File: src/rtl/ax_level_controller.sv
// Approximation-level controller: arbitrates CSR/external level requests, drains the
// pipeline before applying a change and enforces a hold-off. Optional clamp: RSD_AX_LEVEL_CLAMP_EN.
module ax_level_controller #(
    parameter int AX_LEVEL_WIDTH = 4,
    parameter int HOLDOFF_CYCLES = 16,
    parameter int RESET_LEVEL    = 0,
    parameter int MAX_LEVEL      = 7
) (
    input  logic                      clk,
    input  logic                      rst,
    input  logic                      csrLevelEn,
    input  logic [AX_LEVEL_WIDTH-1:0] csrLevelData,
    input  logic                      extLevelEn,
    input  logic [AX_LEVEL_WIDTH-1:0] extLevelData,
    input  logic                      quiesceAck,
    output logic                      quiesceReq,
    output logic [AX_LEVEL_WIDTH-1:0] axLevel,
    output logic                      levelChanged,
    output logic                      busy,
    output logic [15:0]               lastDrainCycles
);

    typedef enum logic [1:0] {
        IDLE  = 2'd0,
        DRAIN = 2'd1,
        HOLD  = 2'd2
    } state_t;

    localparam logic [AX_LEVEL_WIDTH-1:0] RESET_LVL = AX_LEVEL_WIDTH'(RESET_LEVEL);
    localparam logic [7:0]                HOLD_LOAD = 8'(HOLDOFF_CYCLES - 1);

    state_t                      r_state;
    logic [AX_LEVEL_WIDTH-1:0]   r_ax_level;
    logic [AX_LEVEL_WIDTH-1:0]   r_pending;
    logic                        r_pending_valid;
    logic                        r_level_changed;
    logic [15:0]                 r_drain_cnt;
    logic [15:0]                 r_last_drain;
    logic [7:0]                  r_hold_cnt;

    logic                        w_req;
    logic [AX_LEVEL_WIDTH-1:0]   w_req_raw;
    logic [AX_LEVEL_WIDTH-1:0]   w_req_lvl;
    logic [AX_LEVEL_WIDTH-1:0]   w_eff_pend;
    logic                        w_hold_pv;
    logic [15:0]                 w_drain_next;

    // CSR strobe wins over the external pin on the same cycle
    assign w_req     = csrLevelEn | extLevelEn;
    assign w_req_raw = csrLevelEn ? csrLevelData : extLevelData;

`ifdef RSD_AX_LEVEL_CLAMP_EN
    localparam logic [AX_LEVEL_WIDTH-1:0] MAX_LVL = AX_LEVEL_WIDTH'(MAX_LEVEL);
    assign w_req_lvl = (w_req_raw > MAX_LVL) ? MAX_LVL : w_req_raw;
`else
    assign w_req_lvl = w_req_raw;
`endif

    // A request arriving on the deciding edge is treated as the latest pending value
    assign w_eff_pend   = w_req ? w_req_lvl : r_pending;
    assign w_hold_pv    = r_pending_valid | w_req;
    assign w_drain_next = (r_drain_cnt == 16'hFFFF) ? r_drain_cnt : r_drain_cnt + 16'd1;

    always_ff @(posedge clk) begin
        if (!rst) begin
            r_state         <= IDLE;
            r_ax_level      <= RESET_LVL;
            r_pending       <= '0;
            r_pending_valid <= 1'b0;
            r_level_changed <= 1'b0;
            r_drain_cnt     <= '0;
            r_last_drain    <= '0;
            r_hold_cnt      <= '0;
        end else begin
            r_level_changed <= 1'b0;
            case (r_state)
                IDLE: begin
                    if (w_req && (w_req_lvl != r_ax_level)) begin
                        r_pending   <= w_req_lvl;
                        r_drain_cnt <= '0;
                        r_state     <= DRAIN;
                    end
                end
                DRAIN: begin
                    r_drain_cnt <= w_drain_next;
                    if (quiesceAck) begin
                        r_pending_valid <= 1'b0;
                        if (w_eff_pend != r_ax_level) begin
                            r_ax_level      <= w_eff_pend;
                            r_level_changed <= 1'b1;
                            r_last_drain    <= w_drain_next;
                            r_hold_cnt      <= HOLD_LOAD;
                            r_state         <= HOLD;
                        end else begin
                            r_state <= IDLE;
                        end
                    end else begin
                        r_pending <= w_eff_pend;
                    end
                end
                HOLD: begin
                    if (r_hold_cnt == 8'd0) begin
                        r_pending_valid <= 1'b0;
                        if (w_hold_pv && (w_eff_pend != r_ax_level)) begin
                            r_pending   <= w_eff_pend;
                            r_drain_cnt <= '0;
                            r_state     <= DRAIN;
                        end else begin
                            r_state <= IDLE;
                        end
                    end else begin
                        r_hold_cnt <= r_hold_cnt - 8'd1;
                        if (w_req) begin
                            r_pending_valid <= 1'b1;
                            r_pending       <= w_req_lvl;
                        end
                    end
                end
                default: r_state <= IDLE;
            endcase
        end
    end

    assign quiesceReq      = (r_state == DRAIN);
    assign busy            = (r_state != IDLE);
    assign axLevel         = r_ax_level;
    assign levelChanged    = r_level_changed;
    assign lastDrainCycles = r_last_drain;

endmodule

File: config.mk
export PLATFORM = sky130hd
export DESIGN_NAME = ax_level_controller
export DESIGN_NICKNAME = d
export VERILOG_FILES = /design/src/rtl/ax_level_controller.sv
export SDC_FILE = /design/constraint.sdc
export NUM_CORES = 1
export LEC_CHECK = 0
export ABC_CLOCK_PERIOD_IN_PS = 2700
export BUFFER_PORTS_ARGS = -buffer_cell sky130_fd_sc_hd__clkbuf_2
export CELL_PAD_IN_SITES_DETAIL_PLACEMENT = 1
export CELL_PAD_IN_SITES_GLOBAL_PLACEMENT = 1
export CORE_MARGIN = 5
export CORE_UTILIZATION = 44
export DETAILED_ROUTE_END_ITERATION = 7
export PLACE_DENSITY = 0.87
export SYNTH_ARGS = -nofsm -noshare
export SYNTH_HDL_FRONTEND = slang
export SYNTH_SLANG_ARGS = --single-unit
File: constraint.sdc
create_clock -name clk -period 2.7 [get_ports clk]
set_input_delay 0.405 -clock clk [delete_from_list [all_inputs] [get_ports clk]]
set_output_delay 0.405 -clock clk [all_outputs]
set_load 0.005 [all_outputs]
After elaboration in Yosys (flattened, before gate mapping)
Cells that the tools add are included.

$add $sub $neg: 2. Equality and inequality tests: 14. Mux-type cells: 27. Bitwise gates (word level): 2. Reduce and logical (&&, ||, !) cells: 14.

Operators with widths (number): 16-bit 2-to-1 mux (4); 16-bit case mux with 3 select lines (1); 4-bit 2-to-1 mux (6); 8-bit 2-to-1 mux (3); 16-bit by 1-bit adder with 16-bit output (second input constant) (1); 16-bit == test (second input constant) (1); 8-bit case mux with 2 select lines (1); 2-bit inequality test (second input constant) (6); 4-bit case mux with 3 select lines (1); 3-bit AND reduction (4); 4-bit AND reduction (3); 8-bit logical NOT (1); 2-bit 2-to-1 mux (4); 4-bit inequality test (2); 8-bit by 1-bit subtractor with 8-bit output (second input constant) (1); 3-bit inequality test (second input constant) (2); 2-bit case mux with 3 select lines (1); 1-bit 2-to-1 mux (5); 2-bit nonzero test (2); 3-bit nonzero test (1); 2-bit by 1-bit == test with 1-bit output (second input constant) (1); 2-bit == test (second input constant) (1); 1-bit logical AND (2); 2-bit logical NOT (1); 3 further kinds (4).

Bits in registers: 52. Bits of input ports: 13. Logic and storage cells: 67.

Logic depth before layout (Yosys ltp)
Depth after elaboration: 7. Gate-level depth with buffers: 10. Depth with buffers taken out: 8.

Worst setup path after synthesis
Ideal clock, no wire load.

Kind: input to register. Start point: input csrLevelEn. End point: register r_drain_cnt[10]. Setup time: 0.122 ns. Arrival: 2.060 ns. Data required time: 2.578 ns. Setup slack: 0.518 ns. Stages: 9. Path buffers: 3. Path through: buf_2 -> buf_4 -> mux2i_1 -> xnor2_1 -> o41ai_2 -> a21o_1 -> a21o_1 -> buf_2 -> a311o_1.

Longest elaborated chain between the ends: 6. Elaborated cells on any way between the ends: 11.

RTL lines: from (decl) (line 11) `input logic csrLevelEn,`; 4-bit 2-to-1 mux / 1-bit bitwise OR (equally long branches) (line 50, 49); 4-bit 2-to-1 mux; 4-bit inequality test (line 104) `if (w_hold_pv && (w_eff_pend != r_ax_level)) begin`; 1-bit logical AND (line 104); 2-bit inequality test (no line); 4-bit AND reduction (no line) *; to (signal assigned) (line 85) `r_drain_cnt <= w_drain_next;`; to (decl) (line 37) `logic [15:0] r_drain_cnt;`.

Mark *: on every way between the ends. The rest lies on a longest branch, timed or not. A chain may end at the register's enable or synchronous reset.

Final worst setup path
Start point: register r_drain_cnt[2]. End point: register r_drain_cnt[4].

Longest elaborated chain between the ends: 3. Elaborated cells on any way between the ends: 4.

RTL lines: 16-bit by 1-bit adder with 16-bit output / 16-bit == test (equally long branches) (line 62) `assign w_drain_next = (r_drain_cnt == 16'hFFFF) ? r_drain_cnt : r_drain_cnt + 16'd1;`; 16-bit 2-to-1 mux * (line 62); 16-bit case mux with 3 select lines * (line 76) `case (r_state)`.

Marks and branches as above.

==> qor.yml <==
drt_iter0_markers: 181
fp.dieArea_um2: 9110
initial_core_util_pct: 44.8
port_buffers: 35
grt_first_pass_wirelength_mm: 15.3
relSlewSlack_pct: 57.7
grt-ovfl-total: 0
antenna_left: 0
grt_pass1_vias: 3138
grt_setup_unrepaired: "no"
status: "finished, final reports clean"
dp_hpwl_mm: 6.62
post_cts_buffers: 0
p_comb_share_pct: 46.3
period_share_pct: 88.1
clockBufferDepth: 2
critPathMaxFanout: 13
fin_util_pct: 49.5
fin_crit_ns: 2.38
min_to: "lastDrainCycles[1]"
seq_power_share_pct: 36.0
p_leak_nw: 1.44
final_area_um2: 3550
setup_tns_ns: 0
synth_flop_cell: "dfxtp_1"
post-route-drc-count: 0
numCtsBuffers: 5
yosysWarnings: 0
synth-simple-area-share_pct: 23.1
hold_viol_final: 0
yosysSeqAreaShare_pct: 32.4
syn-cell-area_um2: 3210
clock-sinks: 52
synth-adder-area-share_pct: 2.73
synth_compound_area_share_pct: 22.4
worstPathRequired_ns: 2.93
r2r_slack_ns: 0.32
cts_hold_buf: 0
core_um2: 7180
grt_max_degree: 38
synth_xor_xnor_area_share_pct: 3.27
synth_top_family_by_area: "simple AND/OR/NAND/NOR gates"
cts-root-buf: "clkbuf_8"
tightest_slew_ns: 0.630
synth_nets: 407
clk-insertion-delay-late_ns: 0.32
hold_path_class: "flip-flop to flip-flop"
rows: 31
maxSlewViolCount: 0
syn_inst: 387
nNetsFinal: 431
dp_slack_ns: 0.128
setup_viol: 0
die_h_um: 95.5
max_clock_freq_mhz: 420
ir_drop_mv: 0.300
io_pins: 36
fin_cells: 511
switching_share_pct: 41.6
die_width_um: 95.5
hold_path_depth: 2
synth_edf_count: 0
synth_area_per_cell_um2: 8.30
ys_ff_latch: 52
synth_mux_area_share_pct: 10.0
drive_gt1_share_pct: 17.7
wirelength_mm: 8.95
place_congestion: 0.856
p_int_mw: 1.57
p_switching_mw: 1.12
maxCapViolations: 0
vias_per_cell: 5.98
worstHoldStart: "lastDrainCycles[1]"
routedWlPerCell_um: 17.5
placed_area_um2: 3460
rr_worst_depth: 6
skew_ns: 0.0106
path_class: "flip-flop to flip-flop"
syn_to_final_growth_pct: 10.5
setup_ws_ns: 0.320
rr_startpoint: "r_drain_cnt[2]"
grtUsageTotal_pct: 20.9
start_kind: "flip-flop"
cts_tree: "built"
num_vias: 3055
cts_resized: 0
power_density_nw_per_um2: 756
crit_arrival_ns: 2.61
antenna_cells: 0
clk_pin_slew_worst_paths_ns: 0.11
htreeDepth: 2
ys_types: 61
r2r-end: "r_drain_cnt[4]"
antenna_found_initial: 0
async_flop_share_pct: 0
p_clk_share_pct: 17.6
crit_path_end_kind: "flip-flop"
dp_cells: 503
drt_pre_antenna_iters: 4
worst max-delay path by stage:
stage                        start                 end  slack (ns)  depth (start not counted)
finish              r_drain_cnt[2]      r_drain_cnt[4]        0.32                          6
detailed placement      csrLevelEn     r_drain_cnt[12]        0.13                          7
global route        r_drain_cnt[2]  lastDrainCycles[3]        0.09                          6
CTS                 r_drain_cnt[2]  lastDrainCycles[3]        0.36                          6
floorplan               csrLevelEn     r_drain_cnt[10]        0.52                          9
global placement        csrLevelEn     r_drain_cnt[10]        0.28                          8
worst max-delay path: stages, from the launching register on:
cell and delay, ns:
dfxtp_1 0.50, and4_1 0.34, nand4_1 0.46, nor2_1 0.59, o21a_1 0.18, a211oi_1 0.05
o22ai_1 0.17
state kept, by name (all words and copies together), names as in the netlist:
name and cells:
r_state 2, r_hold_cnt 8, axLevel 4, r_pending_valid 1
levelChanged 1, lastDrainCycles 16, r_pending 4, r_drain_cnt 16
layer usage:
metal,wire [um],global-route usage [%],part of all wire (%)
met2,4450,36.4,50
met5,0,0,0
met4,128,6.87,1.4
met1,3960,26.3,44
met3,412,3.39,4.6
cell families (layout without fill, tap and decap cells):
family,after synthesis,after routing
muxes,32,32
adders and majority gates,7,7
xor gates and xnor gates,12,12
buffers and inverters,43,68
and+or+nand+nor,146,146
AOI/OAI and AO/OA,95,95
DFF,52,52
layout make-up:
cell class,count,area [um2]
clock buffer,5,68.8
clock inverter,3,23.8
fill,889,3620
inverter,15,56.3
multi-input combinational,292,1970
sequential,52,1040
tap,99,124
timing repair buffer,45,263
power groups by stage:
stage / clock network [mW] / registers, mW / logic (mW)
global route: 0.521 / 0.980 / 1.38
detailed placement: 0 / 0.985 / 1.23
floorplan: 0 / 0.954 / 0.962
CTS: 0.487 / 0.966 / 1.24
finish: 0.473 / 0.967 / 1.24
global placement: 0 / 0.974 / 1.18
per-stage QoR:
stage               power [mW]  hold WS (ns)
floorplan                 1.92         0.438
global placement          2.16         0.441
detailed placement        2.21         0.446
CTS                       2.69         0.460
global route              2.88         0.478
finish                    2.68         0.457
placed cells by master (no fill, tap or decap), types with 4 or more instances in the layout:
cell type | Yosys | layout
buf_4 | 5 | 9
mux2i_1 | 31 | 31
dfxtp_1 | 52 | 52
nand2_1 | 38 | 38
o221a_2 | 4 | 4
o22ai_1 | 8 | 8
nor3_1 | 9 | 9
clkbuf_2 | 0 | 35
xnor2_1 | 12 | 12
a21oi_1 | 9 | 9
o21ai_0 | 15 | 15
nor2b_1 | 6 | 6
nor2_1 | 34 | 34
a221oi_1 | 8 | 8
clkbuf_8 | 0 | 5
inv_1 | 14 | 14
ha_1 | 7 | 7
o211ai_1 | 9 | 9
a211oi_1 | 6 | 6
a211o_1 | 4 | 4
nand4_1 | 7 | 7
or3_1 | 10 | 10
nand3_1 | 20 | 20
or2_2 | 4 | 4
synth_stat cells (all sizes together), types with 2 or more instances:
library cell | count | share of area, %
a21oi | 9 | 1.4
and2 | 2 | 0.39
mux2i | 31 | 9.7
or3 | 10 | 1.9
nand2 | 38 | 4.4
nand3b | 2 | 0.47
or4 | 3 | 0.93
nand4b | 2 | 0.74
a221oi | 8 | 2.2
ha | 7 | 2.7
nor3 | 9 | 1.4
nor2b | 6 | 1.2
dfxtp | 52 | 32
o221a | 5 | 1.8
inv | 14 | 1.6
o41ai | 2 | 0.78
or2 | 4 | 0.78
nand4 | 8 | 1.8
a211o | 4 | 1.1
o21a | 3 | 0.70
nor2 | 34 | 4.0
o21ai | 18 | 2.8
and4 | 3 | 0.82
xnor2 | 12 | 3.3
a31oi | 3 | 0.58
nand3 | 20 | 3.1
a21o | 3 | 0.70
clkbuf | 17 | 2.0
o211ai | 10 | 2.5
buf | 11 | 2.4
a211oi | 7 | 1.8
o22ai | 8 | 1.6
o211a | 3 | 0.93
o32ai | 3 | 0.82
o31ai | 2 | 0.90
(Power assumes the default switching activity.)
